<file path="config.mk">
export PLATFORM = sky130hd
export DESIGN_NAME = reg_display_scan_flat
export DESIGN_NICKNAME = d
export VERILOG_FILES = /design/src/rtl/display_pkg.sv /design/src/rtl/reg_display_scan_if.sv /design/src/rtl/hex_to_7seg.sv /design/src/rtl/reg_display_scan.sv /design/src/flat_wrapper.sv
export SDC_FILE = /design/constraint.sdc
export NUM_CORES = 1
export LEC_CHECK = 0
export CORE_ASPECT_RATIO = 0.75
export CORE_MARGIN = 2
export CORE_UTILIZATION = 50
export DETAILED_ROUTE_END_ITERATION = 16
export DONT_BUFFER_PORTS = 1
export SLEW_MARGIN = 15
export SYNTH_ARGS = -nofsm -noshare
export SYNTH_HDL_FRONTEND = slang
export SYNTH_SLANG_ARGS = --single-unit
</file>
<file path="constraint.sdc">
create_clock -name clk -period 6.5 [get_ports clk]
set_clock_uncertainty 0.1 [all_clocks]
set_input_delay 0.975 -clock clk [delete_from_list [all_inputs] [get_ports clk]]
set_output_delay 0.975 -clock clk [all_outputs]
set_load 0.02 [all_outputs]
</file>
<file path="src/rtl/display_pkg.sv">
// Shared constants for the seven-segment display path.
// Segment patterns are active-low, bit order {g,f,e,d,c,b,a}.
package display_pkg;
  localparam int NUM_DIGITS = 8;
  localparam logic [6:0] SEG_OFF = 7'h7F;
  localparam logic [6:0] SEG_LUT [16] = '{
    7'h40, 7'h79, 7'h24, 7'h30, 7'h19, 7'h12, 7'h02, 7'h78,
    7'h00, 7'h10, 7'h08, 7'h03, 7'h46, 7'h21, 7'h06, 7'h0E
  };
endpackage

</file>
<file path="src/rtl/reg_display_scan_if.sv">
// Register taps in, display pins out.
// No handshake: every input is a level, sampled on every clk edge; outputs are registered levels.
interface reg_display_scan_if;
  import display_pkg::*;

  logic [7:0]            reg0;
  logic [7:0]            reg1;
  logic [7:0]            reg2;
  logic [7:0]            reg3;
  logic                  blank;
  logic                  hl_en;
  logic [1:0]            hl_sel;
  logic [NUM_DIGITS-1:0] an_n;
  logic [6:0]            seg_n;
  logic                  dp_n;

  modport master (
    output reg0, reg1, reg2, reg3, blank, hl_en, hl_sel,
    input  an_n, seg_n, dp_n
  );

  modport slave (
    input  reg0, reg1, reg2, reg3, blank, hl_en, hl_sel,
    output an_n, seg_n, dp_n
  );
endinterface

</file>
<file path="src/rtl/hex_to_7seg.sv">
// Combinational hex nibble to active-low seven-segment pattern.
module hex_to_7seg
  import display_pkg::*;
(
  input  logic [3:0] nibble,
  output logic [6:0] seg_n
);

  always_comb begin
    seg_n = SEG_OFF;
    seg_n = SEG_LUT[nibble];
  end

endmodule

</file>
<file path="src/rtl/reg_display_scan.sv">
// 8-digit multiplexed hex scanner for the four general registers.
// Registers are snapshotted at the start of each frame so a digit pair never tears.
module reg_display_scan
  import display_pkg::*;
#(
  parameter int SCAN_DIV = 50000,
  parameter int GUARD    = 500
) (
  input  logic               clk,
  input  logic               rst,
  reg_display_scan_if.slave  bus
);

  localparam int DIV_W = (SCAN_DIV > 1) ? $clog2(SCAN_DIV) : 1;
  localparam logic [DIV_W-1:0] DIV_LAST = DIV_W'(SCAN_DIV - 1);
  localparam logic [DIV_W-1:0] GUARD_C  = DIV_W'(GUARD);

  logic [DIV_W-1:0]      div_cnt_q, div_cnt_d;
  logic [2:0]            digit_q, digit_d;
  logic [7:0]            snap_q [4];
  logic [7:0]            snap_d [4];
  logic [NUM_DIGITS-1:0] an_n_q, an_n_d;
  logic [6:0]            seg_n_q, seg_n_d;
  logic                  dp_n_q, dp_n_d;

  logic [7:0]            cur_snap;
  logic [3:0]            cur_nibble;
  logic                  an_active;

  hex_to_7seg u_hex (
    .nibble (cur_nibble),
    .seg_n  (seg_n_d)
  );

  always_comb begin
    div_cnt_d  = div_cnt_q + DIV_W'(1);
    digit_d    = digit_q;
    snap_d     = snap_q;
    cur_snap   = snap_q[digit_q[2:1]];
    cur_nibble = digit_q[0] ? cur_snap[7:4] : cur_snap[3:0];
    an_active  = 1'b0;
    an_n_d     = '1;
    dp_n_d     = 1'b1;

    if (div_cnt_q == DIV_LAST) begin
      div_cnt_d = '0;
      digit_d   = digit_q + 3'd1;
    end

    // Frame start: capture what the register file holds before this edge.
    if (digit_q == 3'd0 && div_cnt_q == '0) begin
      snap_d[0] = bus.reg0;
      snap_d[1] = bus.reg1;
      snap_d[2] = bus.reg2;
      snap_d[3] = bus.reg3;
    end

    // The guard window at slot start keeps the previous digit from ghosting.
    if (div_cnt_q >= GUARD_C && !bus.blank) begin
      an_active = 1'b1;
      an_n_d    = ~(NUM_DIGITS'(1) << digit_q);
    end

    if (bus.hl_en && digit_q == {bus.hl_sel, 1'b1} && an_active) begin
      dp_n_d = 1'b0;
    end
  end

  always_ff @(posedge clk) begin
    if (rst) begin
      div_cnt_q <= '0;
      digit_q   <= '0;
      for (int i = 0; i < 4; i++) snap_q[i] <= '0;
      an_n_q    <= '1;
      seg_n_q   <= 7'h40;
      dp_n_q    <= 1'b1;
    end else begin
      div_cnt_q <= div_cnt_d;
      digit_q   <= digit_d;
      snap_q    <= snap_d;
      an_n_q    <= an_n_d;
      seg_n_q   <= seg_n_d;
      dp_n_q    <= dp_n_d;
    end
  end

  assign bus.an_n  = an_n_q;
  assign bus.seg_n = seg_n_q;
  assign bus.dp_n  = dp_n_q;

endmodule

</file>
<file path="src/flat_wrapper.sv">
// flat-port wrapper written by rule: the top's interface ports become plain ports
module reg_display_scan_flat import display_pkg::*;
#(
  parameter int SCAN_DIV = 50000,
  parameter int GUARD    = 500
)
  (clk, rst, bus_reg0, bus_reg1, bus_reg2, bus_reg3, bus_blank, bus_hl_en, bus_hl_sel, bus_an_n, bus_seg_n, bus_dp_n);
  reg_display_scan_if bus_i ();
  input  logic clk;
  input  logic rst;
  input wire logic [$bits(bus_i.reg0)-1:0] bus_reg0;
  input wire logic [$bits(bus_i.reg1)-1:0] bus_reg1;
  input wire logic [$bits(bus_i.reg2)-1:0] bus_reg2;
  input wire logic [$bits(bus_i.reg3)-1:0] bus_reg3;
  input wire logic [$bits(bus_i.blank)-1:0] bus_blank;
  input wire logic [$bits(bus_i.hl_en)-1:0] bus_hl_en;
  input wire logic [$bits(bus_i.hl_sel)-1:0] bus_hl_sel;
  output wire logic [$bits(bus_i.an_n)-1:0] bus_an_n;
  output wire logic [$bits(bus_i.seg_n)-1:0] bus_seg_n;
  output wire logic [$bits(bus_i.dp_n)-1:0] bus_dp_n;
  assign bus_i.reg0 = bus_reg0;
  assign bus_i.reg1 = bus_reg1;
  assign bus_i.reg2 = bus_reg2;
  assign bus_i.reg3 = bus_reg3;
  assign bus_i.blank = bus_blank;
  assign bus_i.hl_en = bus_hl_en;
  assign bus_i.hl_sel = bus_hl_sel;
  assign bus_an_n = bus_i.an_n;
  assign bus_seg_n = bus_i.seg_n;
  assign bus_dp_n = bus_i.dp_n;
  reg_display_scan #(.SCAN_DIV(SCAN_DIV), .GUARD(GUARD)) u_core (.clk(clk), .rst(rst), .bus(bus_i));
endmodule
</file>
# --- Word-level counts from Yosys, hierarchy flattened ---
# Memories as Yosys holds them, arrays and structs flattened. A register that Yosys moved wholly into a read port is not among the register bits.
# Index checks and enable logic that the tools add are counted.
word_totals:
  elab_cells: 35
  regBits: 60
  n_memories: 1
  in_bits: 38
  output_inout_bits: 16
  rom_bits: 112
op_classes:
  addsub: 2
  bitwise: 4
  magnitude_cmp: 2
  shift: 1
  n_reduce_logical: 9
  eq_ne: 2
  n_mux: 6
mem_list:
  columns: ["name", "words", "width", "read_ports", "rd_clocked_by_memory_dff", "wr", "line", "text"]
  rows:
  - ["(no name shown)", 16, 7, 1, 1, 0, "hex_to_7seg.sv:11", "seg_n = SEG_LUT[nibble];"]
op_table:
  columns: ["cell", "count"]
  rows:
  - ["adder 16 x 1 -> 16 bit, second input constant", 1]
  - ["binary-select mux 8 bit (select 2 bit)", 1]
  - ["equality test 16 bit, second input constant", 1]
  - ["greater-or-equal comparator 16 x 9 -> 1 bit, second input constant", 1]
  - ["logical NOT 16 bit", 1]
  - ["2-to-1 mux 8 bit", 2]
  - ["inverter 8 bit", 1]
  - ["<< shifter 1 x 3 -> 8 bit, first input constant", 1]
  - ["inverter 4 -> 5 bit", 1]
  - ["logical AND 1 bit", 4]
  - ["2-to-1 mux 4 bit", 1]
  - ["OR reduction 2 bit", 2]
  - ["adder 3 x 1 -> 3 bit, second input constant", 1]
  - ["equality test 3 bit", 1]
  - ["greater-or-equal comparator 3 bit, second input constant", 1]
  - ["logical NOT 3 bit", 1]
  - ["inverter 2 -> 3 bit", 1]
  - ["2-to-1 mux 1 bit", 2]
  - ["logical NOT 1 bit", 1]
  - ["inverter 1 bit", 1]

# --- Logic depth before layout (Yosys ltp) ---
depth:
  ltp_word: 6
  mapped_depth: 9
  ltp_nobuf: 7

# --- Hierarchy ---
# A second synthesis with hierarchy kept.
hier_totals:
  cells_unflattened: 351
  hier_area_um2: 3231.8
by_module_without_submodules:
  columns: ["module", "instances", "seq_area_each_um2", "area_per_inst_um2", "cells_each"]
  rows:
  - ["reg_display_scan", 1, 1341.3, 2979.1, 320]
  - ["hex_to_7seg", 1, 0.0, 252.7, 31]

# --- Worst setup path after synthesis ---
# No wires, ideal clock.
synth_path:
  kind: "flip-flop to flip-flop"
  from: "register u_core.digit_q[0]"
  to: "register u_core.seg_n_q[3] (netlist: u_core.bus.seg_n[3])"
  t_required_ps: 6309
  period_less_slack_ps: 2384
  setup_time_ps: 91
  path_stages_with_launch: 8
  setup_slack_ps: 4116
  path_buffers: 1
  t_arrival_ps: 2194
  path_cell_list: "dfxtp_1 -> buf_6 -> mux4_1 -> mux2i_1 -> ha_1 -> nor3_1 -> a211oi_1 -> a311oi_1"
synth_via:
  elab_chain_cells: 2
synth_lines:
  columns: ["element", "line", "text"]
  rows:
  - ["from (decl)", "reg_display_scan.sv:19", "logic [2:0] digit_q, digit_d;"]
  - ["from (signal assigned)", "reg_display_scan.sv:79", "digit_q <= digit_d;"]
  - ["2-to-1 mux 4 bit", "reg_display_scan.sv:40", "cur_nibble = digit_q[0] ? cur_snap[7:4] : cur_snap[3:0];"]
  - ["inverter 4 -> 5 bit (not written as such)", "hex_to_7seg.sv:11", null]
  - ["to (decl)", "reg_display_scan.sv:23", "logic [6:0] seg_n_q, seg_n_d;"]
# No other way between the ends.
# A chain may end at the register's enable or synchronous reset.

# --- Final worst setup path ---
# Same ends and word-level chain as after synthesis.

==> run_results.csv <==
group,metric,value,unit
final_layout,seq_area,0.00134,mm^2
logic_synthesis,synthCells,340,
power,p_switching,224,uW
final_layout,nets,385,
logic_synthesis,syn_nets,392,
power,switching_share,22.9,%
global_route,grt_pass1_vias,2068,
global_route,track_usage,19.5,%
final_layout,stdcell_count,416,
setup_path,reg2regPathDepth,6,
detailed_routing,drt_iter0_drc,75,
global_route,overflow,0,
logic_synthesis,synthMuxAreaShare,9.18,%
place,dp.cells,400,
logic_synthesis,synth_compound_area_share,10.5,%
final_layout,syn2layout_area_growth,8.57,%
floorplanning,start_util,52.1,%
setup_path,worst-path-stages,6,
setup_path,crit_fanout,14,
sta,rsz0062_at_grt,"no",
logic_synthesis,ys_top_cells_by_area,"dfxtp_1 44%, nand2_1 9.6%, a21oi_1 5.9%",
detailed_routing,antenna_left,0,
power,seqPwrFrac,46.2,%
logic_synthesis,synth_edf_count,0,
setup_path,worstSetupPathType,"flop to flop",
sta,drv_slew,0,
global_route,antenna_found_initial,0,
sta,final_hold_viol_count,0,
status,outcome,"finished, final reports clean",
setup_path,r2r_start,"u_core.digit_q[0]",
cts,path_clk_slew,0.07,ns
place,hpwlAfterDp,4.19,mm
cts,cts_root_buf,"clkbuf_8",
detailed_routing,drc,0,
logic_synthesis,seq_area_frac_synth,43.9,%
cts,cts_tree,"done",
logic_synthesis,syn_area,0.00305,mm^2
sta,fin_crit,2.93,ns
power,ir_drop,0.144,mV
setup_path,crit_start,"u_core.digit_q[0]",
detailed_routing,first_pass_iters,4,
global_route,grt_pass1_wl,10.0,mm
power,p_comb_share,8.7,%
cts,cts_inserted_buffers,9,
logic_synthesis,synth-simple-area-share,21.4,%
sta,setup_viol,0,
logic_synthesis,synth_top_cell_by_area,"dfxtp_1",
sta,slew_headroom,31.1,%
sta,worst_slack,3.57,ns
setup_path,path_buf_inv,0,
floorplanning,die_h,71.7,um
final_layout,layout-drive-gt1-share,9.47,%
logic_synthesis,async_flop_share,0,%
floorplanning,coreArea,0.00586,mm^2
floorplanning,rows,24,
setup_path,worstSetupEndpoint,"u_core.bus.seg_n[3]",
power,pwr-share-clk,45.1,%
cts,clockBufferDepth,2,
detailed_routing,dr_total_vias,2224,
floorplanning,io_pins,54,
setup_path,cp_slowest_stage_delay,0.70,ns
setup_path,rrSetupSlack,3.57,ns
setup_path,required,6.66,ns
logic_synthesis,synth_fa_ha_area_share,5.74,%
setup_path,crit_family,"multiplexers",
place,pre_cts_ws,3.62,ns
setup_path,crit_chain,"mux4_1 > mux2i_1 > ha_1 > nor3_1 > a211oi_1 > a311oi_1",
cts,htree_num_levels,3,
detailed_routing,vias_per_cell,5.35,
cts,post_cts_buffers,0,
place,portBuffers,0,
detailed_routing,routedWlPerCell,14.5,um
floorplanning,fp.dieArea,0.00675,mm^2
logic_synthesis,yosys_warnings,0,
cts,post_cts_resized,0,
worst_hold_path,hp-class,"flop to flop",
logic_synthesis,synth_seq_cells,67,
cts,clk-insertion-delay-late,0.35,ns
place,gp_congestion,0.838,
floorplanning,die_x,94.2,um
flow_run,drv_cap,0,
final_layout,diodes,0,
cts,cts.hold.buffers_added,0,
sta,hold_ws,0.343,ns
sta,fin_tns_setup,0,ns
power,leakage,0.00128,uW
final_layout,multiInputGateArea,0.00158,mm^2
cts,clkSinkCount,67,
logic_synthesis,synth_flop_cell,"dfxtp_1",
power,p_per_area,295,mW/mm^2
final_layout,fillers,561,
detailed_routing,wirelength,6.02,mm
setup_path,slowest_stage,"dfxtp_1",
setup_path,startpoint_type,"flop",
global_route,grt_max_degree,46,
sta,worst_pin_slew,1.03,ns
final_layout,layout_commonest_cell,"nand2_1",
logic_synthesis,yosysUniqueCellTypes,48,
final_layout,final_cell_mix,"78 x nand2_1, 67 x dfxtp_1, 36 x a21oi_1, 25 x nor2_1, 14 x ha_1",
power,intPower,754,uW
logic_synthesis,synth_xor_area_share,4.88,%
setup_path,cp-end-kind,"flop",
logic_synthesis,synth_top_family_by_area,"simple AND/OR/NAND/NOR gates",
setup_path,worstPathArrival,3.10,ns
logic_synthesis,synth_area_per_cell,8.98,um^2
setup_path,rr_endpoint,"u_core.bus.seg_n[3]",
logic_synthesis,synth.top_cell.area_share,43.9,%
sta,max_freq,341,MHz
sta,post-route-period-util,45.1,%
-- registers in the layout, indices dropped and copies added, names as in the netlist --
| name | count |
|---|---|
| u_core.snap_q | 32 |
| u_core.div_cnt_q | 16 |
| u_core.bus.an_n | 8 |
| u_core.bus.seg_n | 7 |
| u_core.digit_q | 3 |
| u_core.bus.dp_n | 1 |
-- synthesized netlist by cell type (2+ instances only) --
cell / count
nand2b_1: 2
dfxtp_1: 67
mux2_2: 3
mux4_1: 3
mux2_4: 2
nand3_1: 12
and3_1: 4
clkbuf_1: 8
buf_4: 4
xor2_1: 11
buf_2: 3
or3_1: 2
a21oi_1: 36
a31oi_1: 2
nand2_1: 78
mux2i_1: 7
mux4_2: 3
nor3_1: 4
inv_1: 9
and4_1: 2
and2_1: 2
nand4_1: 5
o21ai_0: 2
buf_6: 2
a311oi_1: 2
xnor2_1: 6
ha_1: 14
nor2_1: 25
-- cell families (layout without fill, tap and decap cells) --
family / after synthesis / count (layout)
fa+ha+maj: 14 / 14
simple gates: 145 / 145
xor+xnor: 17 / 17
mux: 18 / 18
buf+inv: 27 / 25
flops: 67 / 67
compound gates: 52 / 52
-- worst min path at each step --
stage | depth (start not counted) | slack (ns) | to | startpoint
CTS | 2 | 0.34 | u_core.snap_q[22] | u_core.snap_q[22]
finish | 2 | 0.34 | u_core.snap_q[1] | u_core.snap_q[1]
global placement | 2 | 0.33 | u_core.snap_q[10] | u_core.snap_q[10]
detailed placement | 2 | 0.33 | u_core.snap_q[22] | u_core.snap_q[22]
floorplan | 2 | 0.33 | u_core.snap_q[13] | u_core.snap_q[13]
global route | 2 | 0.36 | u_core.snap_q[24] | u_core.snap_q[24]
-- worst min-delay path, delay by kind of cell (launching register included) --
kind / cells / cell delay, ns
and+or+nand+nor: 1 / 0.05
AOI/OAI and AO/OA: 1 / 0.05
DFF: 1 / 0.31
-- power groups by stage --
stage / Sequential, uW / Clock, uW / Combinational [uW]
finish: 452 / 441 / 85.3
detailed placement: 461 / 0 / 85.6
global route: 455 / 469 / 98.4
CTS: 452 / 449 / 85.9
floorplan: 457 / 0 / 79.8
global placement: 462 / 0 / 84.1
-- final cells by class --
cell class / count / area share, %
Clock buffer: 12 / 4.98
Inverter: 9 / 1.02
Sequential cell: 67 / 40.5
Multi-Input combinational cell: 246 / 47.7
Clock inverter: 4 / 2.87
Tap cell: 78 / 2.94
-- metal layers --
| layer | track usage (%) | up-vias | routed length (um) |
|---|---|---|---|
| met1 | 28.6 | 1014 | 3210 |
| met2 | 25.3 | 57 | 2320 |
| met5 | 0 | - | 0 |
| li1 | - | 1142 | - |
| met3 | 7.26 | 11 | 398 |
| met4 | 8.37 | 0 | 95 |
-- per-stage QoR --
| stage | total power [uW] | utilization (%) | cell area (um^2) |
|---|---|---|---|
| floorplan | 537 | - | 3050 |
| global placement | 546 | 52.1 | 3050 |
| detailed placement | 547 | 52.1 | 3050 |
| CTS | 987 | 56.5 | 3310 |
| global route | 1020 | 56.6 | 3310 |
| finish | 978 | 56.6 | 3310 |
Power figures use the tool's default switching activity.
